File: src/rtl/gamepad_pkg.sv
// Shared types and button index constants for the serial gamepad poller.
// Indices refer to positions within one pad's snapshot field; the first bit shifted is the MSB.
package gamepad_pkg;

  typedef enum logic [2:0] {
    StIdle,
    StLatch,
    StSettle,
    StPulseHi,
    StPulseLo,
    StDone
  } state_e;

  // NES, 8-bit field
  localparam int unsigned BTN_A     = 7;
  localparam int unsigned BTN_B     = 6;
  localparam int unsigned BTN_SEL   = 5;
  localparam int unsigned BTN_START = 4;
  localparam int unsigned BTN_U     = 3;
  localparam int unsigned BTN_D     = 2;
  localparam int unsigned BTN_L     = 1;
  localparam int unsigned BTN_R     = 0;

  // SNES, 16-bit field; the low four bits are unused by the pad
  localparam int unsigned SNES_B     = 15;
  localparam int unsigned SNES_Y     = 14;
  localparam int unsigned SNES_SEL   = 13;
  localparam int unsigned SNES_START = 12;
  localparam int unsigned SNES_U     = 11;
  localparam int unsigned SNES_D     = 10;
  localparam int unsigned SNES_L     = 9;
  localparam int unsigned SNES_R     = 8;
  localparam int unsigned SNES_A     = 7;
  localparam int unsigned SNES_X     = 6;
  localparam int unsigned SNES_TL    = 5;
  localparam int unsigned SNES_TR    = 4;

endpackage

File: src/rtl/gamepad_if.sv
// Connector-side and host-side signals of the gamepad poller.
// master = the poller, slave = the pads plus the consuming logic.
interface gamepad_if #(
  parameter int unsigned NUM_PADS    = 2,
  parameter int unsigned NUM_BUTTONS = 8
) ();

  localparam int unsigned Width = NUM_PADS * NUM_BUTTONS;

  logic [NUM_PADS-1:0] data;
  logic                poll_req;
  logic                latch;
  logic                pulse;
  logic                busy;
  logic                axiov;
  logic [Width-1:0]    axiod;
  logic [Width-1:0]    pressed;
  logic [Width-1:0]    released;

  modport master (
    input  data, poll_req,
    output latch, pulse, busy, axiov, axiod, pressed, released
  );

  modport slave (
    output data, poll_req,
    input  latch, pulse, busy, axiov, axiod, pressed, released
  );

endinterface

File: src/rtl/gamepad_sync.sv
// Two-flop synchronizer for a vector of asynchronous inputs.
module gamepad_sync #(
  parameter int unsigned Width    = 1,
  parameter bit          ResetVal = 1'b0
) (
  input  logic             clk_i,
  input  logic             rst_i,
  input  logic [Width-1:0] d_i,
  output logic [Width-1:0] q_o
);

  logic [Width-1:0] meta_q;
  logic [Width-1:0] sync_q;

  always_ff @(posedge clk_i) begin
    if (rst_i) begin
      meta_q <= {Width{ResetVal}};
      sync_q <= {Width{ResetVal}};
    end else begin
      meta_q <= d_i;
      sync_q <= meta_q;
    end
  end

  assign q_o = sync_q;

endmodule

File: src/rtl/gamepad_poller.sv
// Polls NUM_PADS serial NES/SNES pads over a shared latch/pulse pair and reports a snapshot
// plus press/release edge vectors once per poll.
module gamepad_poller
  import gamepad_pkg::*;
#(
  parameter int unsigned NUM_PADS     = 2,
  parameter int unsigned NUM_BUTTONS  = 8,
  parameter int unsigned LATCH_CYCLES = 600,
  parameter int unsigned HALF_CYCLES  = 300,
  parameter bit          AUTO_POLL    = 1'b1,
  parameter int unsigned POLL_PERIOD  = 1666666
) (
  input logic       clk,
  input logic       rst,
  gamepad_if.master bus_io
);

  localparam int unsigned W      = NUM_PADS * NUM_BUTTONS;
  localparam int unsigned MaxCnt = (LATCH_CYCLES > HALF_CYCLES) ? LATCH_CYCLES : HALF_CYCLES;
  localparam int unsigned CntW   = $clog2(MaxCnt);
  localparam int unsigned BitW   = $clog2(NUM_BUTTONS);
  localparam int unsigned TmrW   = (POLL_PERIOD > 1) ? $clog2(POLL_PERIOD) : 1;

  state_e              state_q, state_d;
  logic [CntW-1:0]     cnt_q, cnt_d;
  logic [BitW-1:0]     bit_q, bit_d;
  logic [TmrW-1:0]     tmr_q, tmr_d;
  logic                pend_q, pend_d;
  logic [W-1:0]        shift_q, shift_d, shift_in;
  logic [W-1:0]        hist_q, hist_d;
  logic [W-1:0]        axiod_q, axiod_d;
  logic [W-1:0]        pressed_q, pressed_d;
  logic [W-1:0]        released_q, released_d;
  logic                axiov_q, axiov_d;
  logic [NUM_PADS-1:0] data_sync;
  logic                wrap, start, half_last, latch_last;

  // Pad lines idle high (released), so the synchronizer resets to ones.
  gamepad_sync #(
    .Width   (NUM_PADS),
    .ResetVal(1'b1)
  ) u_sync (
    .clk_i(clk),
    .rst_i(rst),
    .d_i  (bus_io.data),
    .q_o  (data_sync)
  );

  assign half_last  = (cnt_q == CntW'(HALF_CYCLES - 1));
  assign latch_last = (cnt_q == CntW'(LATCH_CYCLES - 1));

  always_comb begin
    shift_in = shift_q;
    for (int p = 0; p < int'(NUM_PADS); p++) begin
      shift_in[p*NUM_BUTTONS +: NUM_BUTTONS] =
        {shift_q[p*NUM_BUTTONS +: NUM_BUTTONS-1], ~data_sync[p]};
    end
  end

  always_comb begin
    state_d    = state_q;
    cnt_d      = cnt_q;
    bit_d      = bit_q;
    pend_d     = pend_q;
    shift_d    = shift_q;
    hist_d     = hist_q;
    axiod_d    = axiod_q;
    axiov_d    = 1'b0;
    pressed_d  = '0;
    released_d = '0;
    tmr_d      = '0;
    wrap       = 1'b0;

    if (AUTO_POLL) begin
      wrap  = (tmr_q == TmrW'(POLL_PERIOD - 1));
      tmr_d = wrap ? '0 : tmr_q + 1'b1;
    end
    start = AUTO_POLL ? (wrap || pend_q) : bus_io.poll_req;
    // A wrap while a poll is running is remembered and served on the first idle cycle.
    if (wrap && (state_q != StIdle)) pend_d = 1'b1;

    unique case (state_q)
      StIdle: begin
        if (start) begin
          state_d = StLatch;
          cnt_d   = '0;
          bit_d   = '0;
          pend_d  = 1'b0;
        end
      end
      StLatch: begin
        cnt_d = cnt_q + 1'b1;
        if (latch_last) begin
          cnt_d   = '0;
          state_d = StSettle;
        end
      end
      StSettle: begin
        cnt_d = cnt_q + 1'b1;
        if (half_last) begin
          cnt_d   = '0;
          shift_d = shift_in;
          bit_d   = BitW'(1);
          state_d = StPulseHi;
        end
      end
      StPulseHi: begin
        cnt_d = cnt_q + 1'b1;
        if (half_last) begin
          cnt_d   = '0;
          state_d = StPulseLo;
        end
      end
      StPulseLo: begin
        cnt_d = cnt_q + 1'b1;
        if (half_last) begin
          cnt_d   = '0;
          shift_d = shift_in;
          if (bit_q == BitW'(NUM_BUTTONS - 1)) begin
            state_d    = StDone;
            axiov_d    = 1'b1;
            axiod_d    = shift_in;
            pressed_d  = shift_in & ~hist_q;
            released_d = ~shift_in & hist_q;
            hist_d     = shift_in;
          end else begin
            bit_d   = bit_q + 1'b1;
            state_d = StPulseHi;
          end
        end
      end
      StDone:  state_d = StIdle;
      default: state_d = StIdle;
    endcase
  end

  always_ff @(posedge clk) begin
    if (rst) begin
      state_q    <= StIdle;
      cnt_q      <= '0;
      bit_q      <= '0;
      tmr_q      <= '0;
      pend_q     <= 1'b0;
      shift_q    <= '0;
      hist_q     <= '0;
      axiod_q    <= '0;
      pressed_q  <= '0;
      released_q <= '0;
      axiov_q    <= 1'b0;
    end else begin
      state_q    <= state_d;
      cnt_q      <= cnt_d;
      bit_q      <= bit_d;
      tmr_q      <= tmr_d;
      pend_q     <= pend_d;
      shift_q    <= shift_d;
      hist_q     <= hist_d;
      axiod_q    <= axiod_d;
      pressed_q  <= pressed_d;
      released_q <= released_d;
      axiov_q    <= axiov_d;
    end
  end

  assign bus_io.latch    = (state_q == StLatch);
  assign bus_io.pulse    = (state_q == StPulseHi);
  assign bus_io.busy     = (state_q != StIdle);
  assign bus_io.axiov    = axiov_q;
  assign bus_io.axiod    = axiod_q;
  assign bus_io.pressed  = pressed_q;
  assign bus_io.released = released_q;

endmodule

File: src/flat_wrapper.sv
// flat-port wrapper written by rule: the top's interface ports become plain ports
module gamepad_poller_flat import gamepad_pkg::*;
#(
  parameter int unsigned NUM_PADS     = 2,
  parameter int unsigned NUM_BUTTONS  = 8,
  parameter int unsigned LATCH_CYCLES = 600,
  parameter int unsigned HALF_CYCLES  = 300,
  parameter bit          AUTO_POLL    = 1'b1,
  parameter int unsigned POLL_PERIOD  = 1666666
)
  (clk, rst, bus_io_data, bus_io_poll_req, bus_io_latch, bus_io_pulse, bus_io_busy, bus_io_axiov, bus_io_axiod, bus_io_pressed, bus_io_released);
  gamepad_if #(.NUM_PADS(NUM_PADS), .NUM_BUTTONS(NUM_BUTTONS)) bus_io_i ();
  input logic clk;
  input logic rst;
  input wire logic [$bits(bus_io_i.data)-1:0] bus_io_data;
  input wire logic [$bits(bus_io_i.poll_req)-1:0] bus_io_poll_req;
  output wire logic [$bits(bus_io_i.latch)-1:0] bus_io_latch;
  output wire logic [$bits(bus_io_i.pulse)-1:0] bus_io_pulse;
  output wire logic [$bits(bus_io_i.busy)-1:0] bus_io_busy;
  output wire logic [$bits(bus_io_i.axiov)-1:0] bus_io_axiov;
  output wire logic [$bits(bus_io_i.axiod)-1:0] bus_io_axiod;
  output wire logic [$bits(bus_io_i.pressed)-1:0] bus_io_pressed;
  output wire logic [$bits(bus_io_i.released)-1:0] bus_io_released;
  assign bus_io_i.data = bus_io_data;
  assign bus_io_i.poll_req = bus_io_poll_req;
  assign bus_io_latch = bus_io_i.latch;
  assign bus_io_pulse = bus_io_i.pulse;
  assign bus_io_busy = bus_io_i.busy;
  assign bus_io_axiov = bus_io_i.axiov;
  assign bus_io_axiod = bus_io_i.axiod;
  assign bus_io_pressed = bus_io_i.pressed;
  assign bus_io_released = bus_io_i.released;
  gamepad_poller #(.NUM_PADS(NUM_PADS), .NUM_BUTTONS(NUM_BUTTONS), .LATCH_CYCLES(LATCH_CYCLES), .HALF_CYCLES(HALF_CYCLES), .AUTO_POLL(AUTO_POLL), .POLL_PERIOD(POLL_PERIOD)) u_core (.clk(clk), .rst(rst), .bus_io(bus_io_i));
endmodule
File: config.mk
export PLATFORM = sky130hd
export DESIGN_NAME = gamepad_poller_flat
export DESIGN_NICKNAME = d
export VERILOG_FILES = /design/src/rtl/gamepad_pkg.sv /design/src/rtl/gamepad_if.sv /design/src/rtl/gamepad_sync.sv /design/src/rtl/gamepad_poller.sv /design/src/flat_wrapper.sv
export SDC_FILE = /design/constraint.sdc
export NUM_CORES = 1
export LEC_CHECK = 0
export CAP_MARGIN = 20
export CORE_ASPECT_RATIO = 1.25
export CORE_UTILIZATION = 35
export CTS_CLUSTER_DIAMETER = 80
export CTS_CLUSTER_SIZE = 20
export DETAILED_ROUTE_END_ITERATION = 16
export SETUP_SLACK_MARGIN = 0.02
export SLEW_MARGIN = 25
export SYNTH_ARGS = -nofsm -noshare
export SYNTH_HDL_FRONTEND = slang
export SYNTH_SLANG_ARGS = --single-unit
File: constraint.sdc
create_clock -name clk -period 2.7 [get_ports clk]
set_input_delay 0.54 -clock clk [delete_from_list [all_inputs] [get_ports clk]]
set_output_delay 0.54 -clock clk [all_outputs]
set_load 0.05 [all_outputs]
Word-level counts from Yosys, hierarchy flattened
Cells that the tools add are included.
{ "totals": {"regBits": 106, "inputBits": 5, "output_inout_bits": 52, "wordCells": 74} }
{ "op_classes": {"add_sub_neg": 3, "n_eq_ne": 14, "mux": 20, "bitwise_logic": 9, "reduce_logical": 16} }
{ "ops": {"columns": ["operator", "n"], "rows": [
  ["16-bit AND", 2],
  ["16-bit NOT", 2],
  ["10-bit 2-to-1 mux", 3],
  ["3-bit 2-to-1 mux", 10],
  ["10-bit case mux with 3 select lines", 1],
  ["21-bit by 1-bit adder with 21-bit output (second input constant)", 1],
  ["21-bit == test (second input constant)", 1],
  ["3-bit case mux with 5 select lines", 1],
  ["10-bit by 1-bit adder with 10-bit output (second input constant)", 1],
  ["10-bit == test (second input constant)", 1],
  ["10-bit by 9-bit == test with 1-bit output (second input constant)", 1],
  ["2-bit by 1-bit inequality test with 1-bit output (second input constant)", 5],
  ["5-bit AND reduction", 2],
  ["3-bit case mux with 3 select lines", 1],
  ["3-bit nonzero test", 3],
  ["3-bit by 2-bit == test with 1-bit output (second input constant)", 2],
  ["3-bit == test (second input constant)", 2],
  ["3-bit OR reduction", 2],
  ["1-bit NOT", 5],
  ["1-bit 2-to-1 mux", 4],
  ["2-bit AND reduction", 2],
  ["2-bit OR reduction", 2],
  ["4-bit OR reduction", 1],
  ["3-bit by 1-bit adder with 3-bit output (second input constant)", 1],
  ["other kinds (6)", 6]
]} }

Depth between registers and ports, before layout
{ "logic_depth": {"ltp_word": 5, "depth_mapped": 8} }

Cells and area by module
From an unflattened synthesis, not the netlist that was laid out.
{ "hier_totals": {"hier_cells": 442, "hier_area_um2": 4245.3} }
{ "modules_own_cells": {"columns": ["mod", "instances", "cells_each", "area_each_um2", "seq_area_each_um2"], "rows": [
  ["gamepad_poller", 1, 434, 4140.2, 2021.9],
  ["gamepad_sync", 1, 8, 105.1, 80.1]
]} }

Worst setup path before layout
Ideal clock, no wire load.
{ "synth_timing": {"path_kind": "reg2reg", "from": "register u_core.state_q[0]", "to": "register u_core.cnt_q[0]", "setup_time_ps": 91, "t_arrival_ps": 2758, "required_ps": 2609, "slack_ps": -149, "stages_incl_launch_ff": 7, "synth_period_minus_slack_ps": 2849, "path_cell_list": "dfxtp_1 > clkbuf_1 > nor3b_1 > a2bb2oi_1 > buf_2 > nor2b_1 > a311oi_1"} }
{ "synth_rtl": {"columns": ["element", "line_no", "text"], "rows": [
  ["start: declaration", "gamepad_poller.sv:24", "state_e state_q, state_d;"],
  ["start signal: assignment", "gamepad_poller.sv:139", "state_q <= StIdle;"],
  ["start signal: assignment", "gamepad_poller.sv:151", "state_q <= state_d;"],
  ["3-bit by 1-bit == test with 1-bit output (*)", null, null],
  ["named net bus_io_latch", "flat_wrapper.sv:17", "output wire logic [$bits(bus_io_i.latch)-1:0] bus_io_latch;"],
  ["3-bit nonzero test (no line)", null, null],
  ["2-bit AND reduction (no line)", null, null],
  ["end signal: assignment", "gamepad_poller.sv:152", "cnt_q <= cnt_d;"],
  ["end: declaration", "gamepad_poller.sv:25", "logic [CntW-1:0] cnt_q, cnt_d;"]
]} }
The timed path passes the listed nets; every way through them passes the cells marked *.
A chain may end at the register's enable or synchronous reset.

Worst setup path in the final report
{ "layout_timing": {"from": "register u_core.state_q[0]", "to": "output bus_io_pulse"} }
{ "layout_via": {"elab_chain_len": 1} }
{ "layout_lines": {"columns": ["element", "line_no", "text"], "rows": [
  ["3-bit by 2-bit == test with 1-bit output", "gamepad_poller.sv:166", "assign bus_io.pulse = (state_q == StPulseHi);"],
  ["end: declaration", "flat_wrapper.sv:18", "output wire logic [$bits(bus_io_i.pulse)-1:0] bus_io_pulse;"]
]} }
Every way passes these cells.

==> flow_summary.ini <==
[detailed_routing]
wl_per_cell_um = 12.8
ant_nets = 0
viasPerCell = 4.94
drc = 18
drt_iter0_drc = 141
firstDrtPassIters = 10
vias = 3115
routed_wl_mm = 8.11

[setup_path]
path_cells = and3b_1 > clkdlybuf4s50_1
reg2reg_from = u_core.tmr_q[2]
cp-start-kind = flop
required_ns = 2.16
critPathKind = flop to output port
worstPathArrival_ns = 1.96
max_stage_delay_ns = 0.81
slowest_stage = clkdlybuf4s50_1
end_kind = output port
cp_max_fo = 12
critPathLaunch = u_core.state_q[0]

[cells_and_area]
nFillCells = 1070
design_area_um2 = 5000
areaGrowthSynthToFinish_pct = 24.4
drive_gt1_share_pct = 7.26
final_util_pct = 44.9
nets = 501
n_antenna_cell = 0

[cts]
clk_path_buf_depth = 2
clkTransAtPathRegs_ns = 0.07
cts-root-buf = clkbuf_16
clock_latency_ns = 0.35
cts_tree = yes
h-tree-depth = 3
numCtsBuffers = 9
clock-sinks = 105
cts_setup_buffers = 0

[timing]
finalCritPeriodShare_pct = 92.4
finalSetupViolCount = 0
finalHoldViolations = 0
slew-limit-headroom_pct = 46.3
tightestPinTransition_ns = 0.794
min_period_ns = 2.50
rsz0062_at_grt = no
skew_ns = 0.00721
fin_tns_setup_ns = 0
slew_viol_final = 0
fmax_mhz = 401

[global_route]
grt_antenna_before_repair = 0
grt_pass1_wl_mm = 13.7
grt.total_usage_pct = 14.6
grt_overflow_total = 0
grt_max_degree = 32
grt_pass1_vias = 2902

[logic_synthesis]
yosys-top-cells-count = dfxtp_1 (105), nand2_1 (79), a21oi_1 (35)
syn-instance-count = 439
synth_ff_type = dfxtp_1
async_reset_ff_share_pct = 0
syn_nets = 449
ys_ff_latch = 105
synth.cell_area_um2 = 4020
ys_types = 45
yosysMostFrequentCell = dfxtp_1
avgSynthCellArea_um2 = 9.15
synth_edf_count = 0
ys_seq_area_share_pct = 52.3
yosysTopAreaCell = dfxtp_1
yosysWarnings = 0
yosys-top-cells-area = dfxtp_1 (52%), nand2_1 (7.4%), nor3b_1 (6.0%), a21oi_1 (4.4%), nor2_1 (3.0%)
post-synth-top-area-fraction_pct = 52.3

[pwr]
ir_worst_vdd_mv = 0.301
p_leak_nw = 1.73
p_total_w = 0.00309
power.density_nw_per_um2 = 618

[die]
pin_count = 57
die_y_um = 122
die_width_um = 97.8
core.rowCount = 43
start_util_pct = 36.1
die_area_um2 = 11900
core-area_um2 = 11100

[flow_run]
maxCapViolCount = 0

[outcome]
violations = DRC
status = finished with violations

[placement]
dp_hpwl_mm = 5.61
io_buffers = 55
place_congestion = 0.730
place_area_um2 = 4700

[worst_hold_path]
min-delay-start = u_core.u_sync.meta_q[1]
hold_class = flop to flop
[path summary, 6_finish.rpt]
kind / end / slack (ns) / cells past startpoint
setup / recovery: bus_io_pulse / 0.20 / 2
hold / removal: u_core.u_sync.q_o[1] / 0.41 / 1
setup reg to reg: u_core.cnt_q[2] / 0.51 / 5
hold reg to reg: u_core.u_sync.q_o[1] / 0.41 / 1
[through the flow]
| step | worst slack [ns] | hold slack, ns | cells |
|---|---|---|---|
| final | 0.205 | 0.411 | 631 |
| after global routing | 0.0707 | 0.426 | 631 |
| after CTS | 0.0371 | 0.411 | 631 |
| after detailed placement | 0.429 | 0.394 | 615 |
| after global placement | 0.451 | 0.396 | 615 |
| after floorplan | 0.483 | 0.389 | 439 |
[kinds of logic after synthesis]
logic type	after synthesis	synth area share, %
flops	105	52.3
mux	2	0.498
fa+ha+maj	5	1.56
compound gates	57	8.94
buf+inv	30	3.05
xor+xnor	21	4.58
simple gates	219	29.0
[critical path, delay by kind of cell, from the launching register on]
kind	cells	cell delay (ns)
flops	1	0.53
simple gates	1	0.27
buf+inv	1	0.81
[flip-flops by register name, summed over array words and instances, names as in the netlist]
register and flops:
u_core.tmr_q 21, u_core.bus_io.pressed 16, u_core.bus_io.released 16, u_core.hist_q 16
u_core.shift_q 14, u_core.cnt_q 10, u_core.bit_q 3, u_core.state_q 3
u_core.u_sync.meta_q 2, u_core.u_sync.q_o 2, u_core.bus_io.axiov 1, u_core.pend_q 1
[timing repair]
action	4_1_cts	5_1_grt
resized for setup	0	1
setup endpoints to repair	0	1
hold buffers	0	0
[area by class of cell]
| type | instances | area, um^2 | share of cell area (%) |
|---|---|---|---|
| flip-flops and latches | 105 | 2100 | 42.1 |
| multi-input cells | 304 | 1800 | 36.0 |
| clock inverters | 6 | 51.3 | 1.03 |
| repair buffers | 63 | 608 | 12.2 |
| well taps | 135 | 169 | 3.38 |
| clock buffers | 10 | 239 | 4.78 |
| inverters | 8 | 30.0 | 0.601 |
[power by group]
part | internal [W] | leakage [nW] | switching, W | total [W]
Combinational | 0.0000844 | 0.754 | 0.000155 | 0.000240
Sequential | 0.00157 | 0.847 | 0.0000309 | 0.00160
Clock | 0.000662 | 0.133 | 0.000588 | 0.00125
Total | 0.00231 | 1.73 | 0.000774 | 0.00309
[cells in the final DEF, fill, tap and decap left out, types with 9 or more instances in the layout]
cell type / instances
a21oi_1: 35
clkbuf_16: 9
clkdlybuf4s50_1: 53
dfxtp_1: 105
nand2_1: 79
nand3_1: 12
nor2_1: 32
nor3_1: 11
nor3b_1: 31
xor2_1: 13
[per-layer routing]
layer  vias up  global-route usage (%)  share of wire [%]
met5         -                       0                  0
met4         0                    7.01                1.7
met3        10                    4.02                4.6
met2        59                    24.9                 50
met1      1439                    17.0                 43
li1       1607                       -                  -
Note: power is estimated with default switching activity, not from simulation.
